### config.mk
export PLATFORM = sky130hd
export DESIGN_NAME = lcd_window_ctrl
export DESIGN_NICKNAME = d
export VERILOG_FILES = /design/src/rtl/lcd_window_ctrl.sv
export SDC_FILE = /design/constraint.sdc
export NUM_CORES = 1
export LEC_CHECK = 0
export ABC_AREA = 0
export CAP_MARGIN = 20
export CORE_MARGIN = 1.5
export CORE_UTILIZATION = 50
export DETAILED_ROUTE_END_ITERATION = 7
export GPL_TIMING_DRIVEN = 0
export PLACE_DENSITY = 0.66
export SYNTH_ARGS = -nofsm -noshare
export SYNTH_HDL_FRONTEND = slang
export SYNTH_SLANG_ARGS = --single-unit
export TNS_END_PERCENT = 20
### constraint.sdc
create_clock -name clk -period 8.9 [get_ports clk]
set_input_delay 2.225 -clock clk [delete_from_list [all_inputs] [get_ports clk]]
set_output_delay 2.225 -clock clk [all_outputs]
set_load 0.05 [all_outputs]
### src/rtl/lcd_window_ctrl.sv
// LCD window controller: frame buffer load, movable/mirrorable window,
// raster streaming of the window to the panel driver.
module lcd_window_ctrl #(
  parameter int DW      = 8,
  parameter int IMG_W   = 6,
  parameter int IMG_H   = 6,
  parameter int WIN_W   = 3,
  parameter int WIN_H   = 3,
  parameter int ORG_ROW = 2,
  parameter int ORG_COL = 2
) (
  input  logic          clk,
  input  logic          reset,
  input  logic [DW-1:0] datain,
  input  logic [2:0]    cmd,
  input  logic          cmd_valid,
  output logic [DW-1:0] dataout,
  output logic          output_valid,
  output logic          busy
);

  localparam int N  = IMG_W * IMG_H;
  localparam int M  = WIN_W * WIN_H;
  localparam int AW = (N > 1) ? $clog2(N) : 1;
  localparam int CW = $clog2(N + 1);

  localparam logic [2:0] C_REFRESH = 3'd0;
  localparam logic [2:0] C_LOAD    = 3'd1;
  localparam logic [2:0] C_RIGHT   = 3'd2;
  localparam logic [2:0] C_LEFT    = 3'd3;
  localparam logic [2:0] C_UP      = 3'd4;
  localparam logic [2:0] C_DOWN    = 3'd5;
  localparam logic [2:0] C_MIRROR  = 3'd6;

  typedef enum logic [1:0] {
    S_IDLE,
    S_LOAD,
    S_OUT,
    S_EXEC
  } state_t;

  state_t        state_q, state_d;
  logic [2:0]    cmd_q, cmd_d;
  logic          busy_q, busy_d;
  logic          ov_q, ov_d;
  logic [DW-1:0] dout_q, dout_d;
  logic [CW-1:0] cnt_q, cnt_d;
  logic [AW-1:0] wr_q, wr_d;
  logic [AW-1:0] wc_q, wc_d;
  logic [AW-1:0] orow_q, orow_d;
  logic [AW-1:0] ocol_q, ocol_d;
  logic          mir_q, mir_d;

  logic [DW-1:0] mem [N];
  logic          mem_we;
  logic [AW-1:0] row_a;
  logic [AW-1:0] col_a;
  logic [AW-1:0] rd_addr;

  // Mirror flips the column inside the window, not inside the image.
  always_comb begin
    row_a   = orow_q + wr_q;
    col_a   = mir_q ? (ocol_q + AW'(WIN_W - 1) - wc_q)
                    : (ocol_q + wc_q);
    rd_addr = row_a * AW'(IMG_W) + col_a;
  end

  always_comb begin
    state_d = state_q;
    cmd_d   = cmd_q;
    busy_d  = busy_q;
    ov_d    = 1'b0;
    dout_d  = dout_q;
    cnt_d   = cnt_q;
    wr_d    = wr_q;
    wc_d    = wc_q;
    orow_d  = orow_q;
    ocol_d  = ocol_q;
    mir_d   = mir_q;
    mem_we  = 1'b0;
    unique case (state_q)
      S_IDLE: begin
        if (cmd_valid) begin
          cmd_d  = cmd;
          busy_d = 1'b1;
          cnt_d  = '0;
          wr_d   = '0;
          wc_d   = '0;
          if (cmd == C_LOAD)
            state_d = S_LOAD;
          else if (cmd == C_REFRESH)
            state_d = S_OUT;
          else
            state_d = S_EXEC;
        end
      end
      S_LOAD: begin
        mem_we = 1'b1;
        cnt_d  = cnt_q + 1'b1;
        if (cnt_q == CW'(N - 1)) begin
          state_d = S_IDLE;
          busy_d  = 1'b0;
        end
      end
      S_OUT: begin
        if (cnt_q < CW'(M)) begin
          dout_d = mem[rd_addr];
          ov_d   = 1'b1;
          cnt_d  = cnt_q + 1'b1;
          if (wc_q == AW'(WIN_W - 1)) begin
            wc_d = '0;
            wr_d = wr_q + 1'b1;
          end else begin
            wc_d = wc_q + 1'b1;
          end
        end else begin
          state_d = S_IDLE;
          busy_d  = 1'b0;
        end
      end
      S_EXEC: begin
        state_d = S_IDLE;
        busy_d  = 1'b0;
        case (cmd_q)
          C_RIGHT:
            if (ocol_q < AW'(IMG_W - WIN_W))
              ocol_d = ocol_q + 1'b1;
          C_LEFT:
            if (ocol_q > '0)
              ocol_d = ocol_q - 1'b1;
          C_UP:
            if (orow_q > '0)
              orow_d = orow_q - 1'b1;
          C_DOWN:
            if (orow_q < AW'(IMG_H - WIN_H))
              orow_d = orow_q + 1'b1;
          C_MIRROR:
            mir_d = ~mir_q;
          default: begin
            orow_d = AW'(ORG_ROW);
            ocol_d = AW'(ORG_COL);
            mir_d  = 1'b0;
          end
        endcase
      end
      default: state_d = S_IDLE;
    endcase
  end

  always_ff @(posedge clk or posedge reset) begin
    if (reset) begin
      state_q <= S_IDLE;
      cmd_q   <= '0;
      busy_q  <= 1'b0;
      ov_q    <= 1'b0;
      dout_q  <= '0;
      cnt_q   <= '0;
      wr_q    <= '0;
      wc_q    <= '0;
      orow_q  <= AW'(ORG_ROW);
      ocol_q  <= AW'(ORG_COL);
      mir_q   <= 1'b0;
    end else begin
      state_q <= state_d;
      cmd_q   <= cmd_d;
      busy_q  <= busy_d;
      ov_q    <= ov_d;
      dout_q  <= dout_d;
      cnt_q   <= cnt_d;
      wr_q    <= wr_d;
      wc_q    <= wc_d;
      orow_q  <= orow_d;
      ocol_q  <= ocol_d;
      mir_q   <= mir_d;
    end
  end

  // Frame buffer survives reset so a partial load keeps written pixels.
  always_ff @(posedge clk) begin
    if (mem_we)
      mem[cnt_q[AW-1:0]] <= datain;
  end

  assign dataout      = dout_q;
  assign output_valid = ov_q;
  assign busy         = busy_q;

endmodule

# [Word-level counts from Yosys, hierarchy flattened]
# Memory sizes are Yosys's and may differ from the RTL's. A register that Yosys moved wholly into a read port is not among the register bits.
# Index checks and enable logic that the tools add are counted.
[word_totals] register_bits=38 ramBits=288 in_bits=14 output_inout_bits=10 elab_cells=101 memories=1
[memory_table] memory="mem" words=36 word_bits=8 rd=1 rd_ports_with_merged_regs=1 wr=1 line="54" source="logic [DW-1:0] mem [N];"
[classes] add_sub_neg=12 multipliers=1 n_lt_le_gt_ge=5 n_eq_ne=20 n_mux=32 n_bitwise=4 n_reduce_logical=16
[op_table] cell="2-to-1 mux 6 bit" count=11
[op_table] cell="one-hot mux 6 bit (3 select lines)" count=3
[op_table] cell="adder 6 x 1 -> 6 bit, second input constant" count=5
[op_table] cell="one-hot mux 6 bit (2 select lines)" count=2
[op_table] cell="adder 6 bit" count=3
[op_table] cell="inequality test 2 bit, second input constant" count=9
[op_table] cell="> comparator 6 x 1 -> 1 bit, second input constant" count=2
[op_table] cell="< comparator 6 x 2 -> 1 bit, second input constant" count=2
[op_table] cell="AND reduction 4 bit" count=3
[op_table] cell="subtractor 6 x 1 -> 6 bit, second input constant" count=2
[op_table] cell="== test 3 bit, second input constant" count=3
[op_table] cell="2-to-1 mux 1 bit" count=9
[op_table] cell="AND reduction 3 bit" count=3
[op_table] cell="2-to-1 mux 2 bit" count=4
[op_table] cell="one-hot mux 2 bit (4 select lines)" count=1
[op_table] cell="adder 6 x 2 -> 6 bit, second input constant" count=1
[op_table] cell="== test 3 x 2 -> 1 bit, second input constant" count=2
[op_table] cell="== test 6 x 2 -> 1 bit, second input constant" count=1
[op_table] cell="== test 6 bit, second input constant" count=1
[op_table] cell="< comparator 6 x 4 -> 1 bit, second input constant" count=1
[op_table] cell="multiplier 6 x 2 -> 5 bit, second input constant" count=1
[op_table] cell="AND reduction 2 bit" count=3
[op_table] cell="OR reduction 3 bit" count=2
[op_table] cell="subtractor 6 bit" count=1
[op_table] cell="other kinds (11)" count=15

# [Logic depth before layout (Yosys ltp)]
[logic_depth] ltp_word=5 mapped_depth=17 depth_no_buf=17

# [Least setup slack after synthesis]
# Ideal clock, no wire load.
[synth_path] kind="register -> register" from="register ocol_q[1]" to="register dout_q[3] (netlist: dataout[3]) (read register of mem)" setup_time_ps=132 arrival_ps=4072 t_required_ps=8768 setup_slack_ps=4696 stages_incl_launch_ff=15 n_path_buf=1 synth_period_minus_slack_ps=4204 cell_sequence="dfstp_2 > inv_1 > ha_1 > inv_1 > ha_1 > inv_1 > fa_1 > o21ai_0 > fa_1 > xor2_1 > buf_4 > mux4_2 > mux2_2 > mux2i_1 > o21ai_1"
[synth_between] elab_chain_cells=4 elab_cells_between_ends=5 classes_between="4 x add/sub; 1 x mux"
[synth_lines] item="start, declared" line="51" source="logic [AW-1:0] ocol_q, ocol_d;"
[synth_lines] item="start signal, assigned" line="161" source="ocol_q <= AW'(ORG_COL);"
[synth_lines] item="start signal, assigned" line="173" source="ocol_q <= ocol_d;"
[synth_lines] item="adder 6 x 2 -> 6 bit" line="63" source="col_a = mir_q ? (ocol_q + AW'(WIN_W - 1) - wc_q)"
[synth_lines] item="subtractor 6 bit" line="63"
[synth_lines] item="2-to-1 mux 6 bit (*)" line="63"
[synth_lines] item="adder 6 bit (*)" line="65" source="rd_addr = row_a * AW'(IMG_W) + col_a;"
[synth_lines] item="end, declared" line="46" source="logic [DW-1:0] dout_q, dout_d;"
# Every way passes the cells marked *; elsewhere a longest branch is shown, timed or not.
# A chain may end at the register's enable or synchronous reset.

# [Final worst setup path]
[layout_path] from="register ocol_q[1]" to="register dout_q[6] (netlist: dataout[6]) (read register of mem)"
# Same word-level chain as after synthesis.

==> metrics.yaml <==
ys_seq_area_share_pct: 67.5
synth_area_um2: 14500
fmax_mhz: 202
wl_per_cell_um: 23.2
yosys_warnings: 0
first_global_vias: 7887
clk-insertion-delay-late_ns: 0.53
status: "finished clean"
cts_hold_buf: 0
rsz0062_at_grt: "false"
num_rows: 62
tightest_slew_ns: 1.03
route.vias.total: 7606
path_cells: "inv_1, ha_1, inv_1, ha_1, inv_1, fa_1, o21ai_0, ha_1, a21o_1, a21oi_1, xnor2_1, clkbuf_1, mux4_2, mux2_2, mux2i_1, o21ai_1"
setup_viol: 0
slowest_stage: "clkbuf_1"
tns_ns: 0
crit_type: "flop to flop"
final_max_slew_viol_count: 0
grt_pass1_wl_um: 47900
endpoint_kind: "flop"
synthCells: 840
clkSlewWorstSetupHoldPaths_ns: 0.06
antenna_left: 0
grt-ovfl-total: 0
maxCapViolCount: 0
dr.pass1.iters: 5
synthesis.nets: 903
arrival_ns: 5.34
antenna_found_initial: 0
die-area_um2: 30000
syn2layout_area_growth_pct: 14.7
ys_top_cells_by_count: "edfxtp_1, mux4_2, nand2_1, nor2_1, dfrtp_1"
htree_levels: 2
gp_congestion: 0.840
ys_ff_latch: 333
routed_via_density: 5.75
start_kind: "flop"
avgSynthCellArea_um2: 17.2
cts-root-buf: "clkbuf_16"
slew_headroom_pct: 31.2
cp_max_fo: 10
core_area_um2: 28600
min_period_ns: 4.95
synth.most_common_cell: "edfxtp_1"
skew_ns: 0.0328
drc_errors: 0
antenna_cells: 0
ys_types: 46
synth_edf_count: 288
finalWirelength_um: 30700
initial_core_util_pct: 50.6
io_buffers: 23
async_reset_ff_share_pct: 13.5
cts_sinks: 333
n_fill_cell: 2156
required_ns: 9.29
numCtsBuffers: 36
nets: 976
io_pins: 24
synthFlopType: "edfxtp_1"
grt_use_total_pct: 21.4
fin_crit_sh_pct: 55.6
dp.final_hpwl_um: 21400
drive_gt1_share_pct: 18.5
yosysTopAreaCell: "edfxtp_1"
die-height_um: 173
grt_max_degree: 33
hold_viol_final: 0
clk_path_buf_depth: 3
die_w_um: 173
cts_tree: "yes"
slowest_delay_ns: 0.61
post_cts_resized: 0
min_path_type: "flop to flop"
synth_top_area_share_pct: 59.7
synthTopCellsByArea: "edfxtp_1, mux4_2, dfrtp_1, ha_1, nand2_1"
cts_setup_buffers: 0
drt_iter0_drc: 729
worst max-delay path, delay by kind of cell, from the launching register on:
kind	cells	cell delay, ns
fa+ha+maj	4	1.24
mux	3	0.91
buf+inv	4	0.85
compound gates	4	0.84
flops	1	0.58
xor+xnor	1	0.39
routing by layer:
metal / GRT usage, % / wire length [um]
met5: 0 / 0
met1: 30.5 / 13600
met3: 2.84 / 1390
met2: 34.9 / 14800
met4: 6.63 / 800
sequential cells by signal, indices dropped and copies added (netlist names), 2 cells and up:
signal,count
state_q,2
wc_q,6
cnt_q,6
cmd_q,3
orow_q,6
dataout,8
mem,288
ocol_q,6
wr_q,5
logic make-up (layout without fill, tap and decap cells):
family	Yosys count	in the layout	share of synthesized area [%]
adder cells (fa/ha/maj)	49	49	4.60
flip-flops	333	333	67.5
XOR/XNOR	30	30	1.94
AND/OR/NAND/NOR	161	161	4.99
multiplexers	109	109	15.3
buffers and inverters	65	164	1.94
AO/OA/AOI/OAI	93	93	3.76
per-stage QoR:
step / std cells / instance area (um^2) / hold WS [ns] / worst slack (ns) / util, %
after global routing: 1323 / 16600 / 0.527 / 3.57 / 58.0
after detailed placement: 1259 / 15500 / 0.481 / 3.87 / 54.0
after global placement: 1247 / 15200 / 0.474 / 3.65 / 53.1
final: 1323 / 16600 / 0.491 / 3.95 / 58.0
after CTS: 1323 / 16600 / 0.495 / 3.83 / 58.0
after floorplan: 840 / 14500 / 0.451 / 4.70 / -
cells in the final DEF, fill, tap and decap left out, drive strengths merged, types with 3 or more instances in the layout:
cell,netlist,final
edfxtp,288,288
mux4,88,88
clkbuf,24,70
nand2,56,56
nor2,54,54
dfrtp,43,43
ha,42,42
o21ai,39,39
inv,31,31
a21oi,24,24
clkdlybuf4s50,0,23
buf,10,22
xor2,16,16
nand3,14,14
xnor2,14,14
clkinv,0,13
a21o,12,12
mux2,12,12
o31ai,10,10
mux2i,9,9
nand2b,8,8
fa,7,7
nor3,6,6
nor2b,4,4
nand4,4,4
o21bai,3,3
nor4,3,3
bufinv,0,3
final cells by class:
type                    count  area, um^2  area share [%]
repair buffers             35         490            2.95
well taps                 384         480            2.89
inverters                  31         116           0.700
plain buffers              34         165           0.994
multi-input cells         442        4430            26.7
clock buffers              46         960            5.78
clock inverters            18         195            1.17
flip-flops and latches    333        9780            58.8
final timing paths:
kind | start | slack [ns] | depth (start not counted) | end
setup / recovery | ocol_q[1] | 3.95 | 16 | dataout[6]
hold / removal | dataout[5] | 0.49 | 2 | dataout[5]
setup reg to reg | ocol_q[1] | 3.95 | 16 | dataout[6]
hold reg to reg | dataout[5] | 0.49 | 2 | dataout[5]
max in group asynchronous | reset | 6.32 | 3 | ocol_q[1]
min in group asynchronous | reset | 2.00 | 2 | orow_q[3]
Power is not shown: default switching activity piles up to over one toggle a cycle in this logic, so the estimate is an artifact.
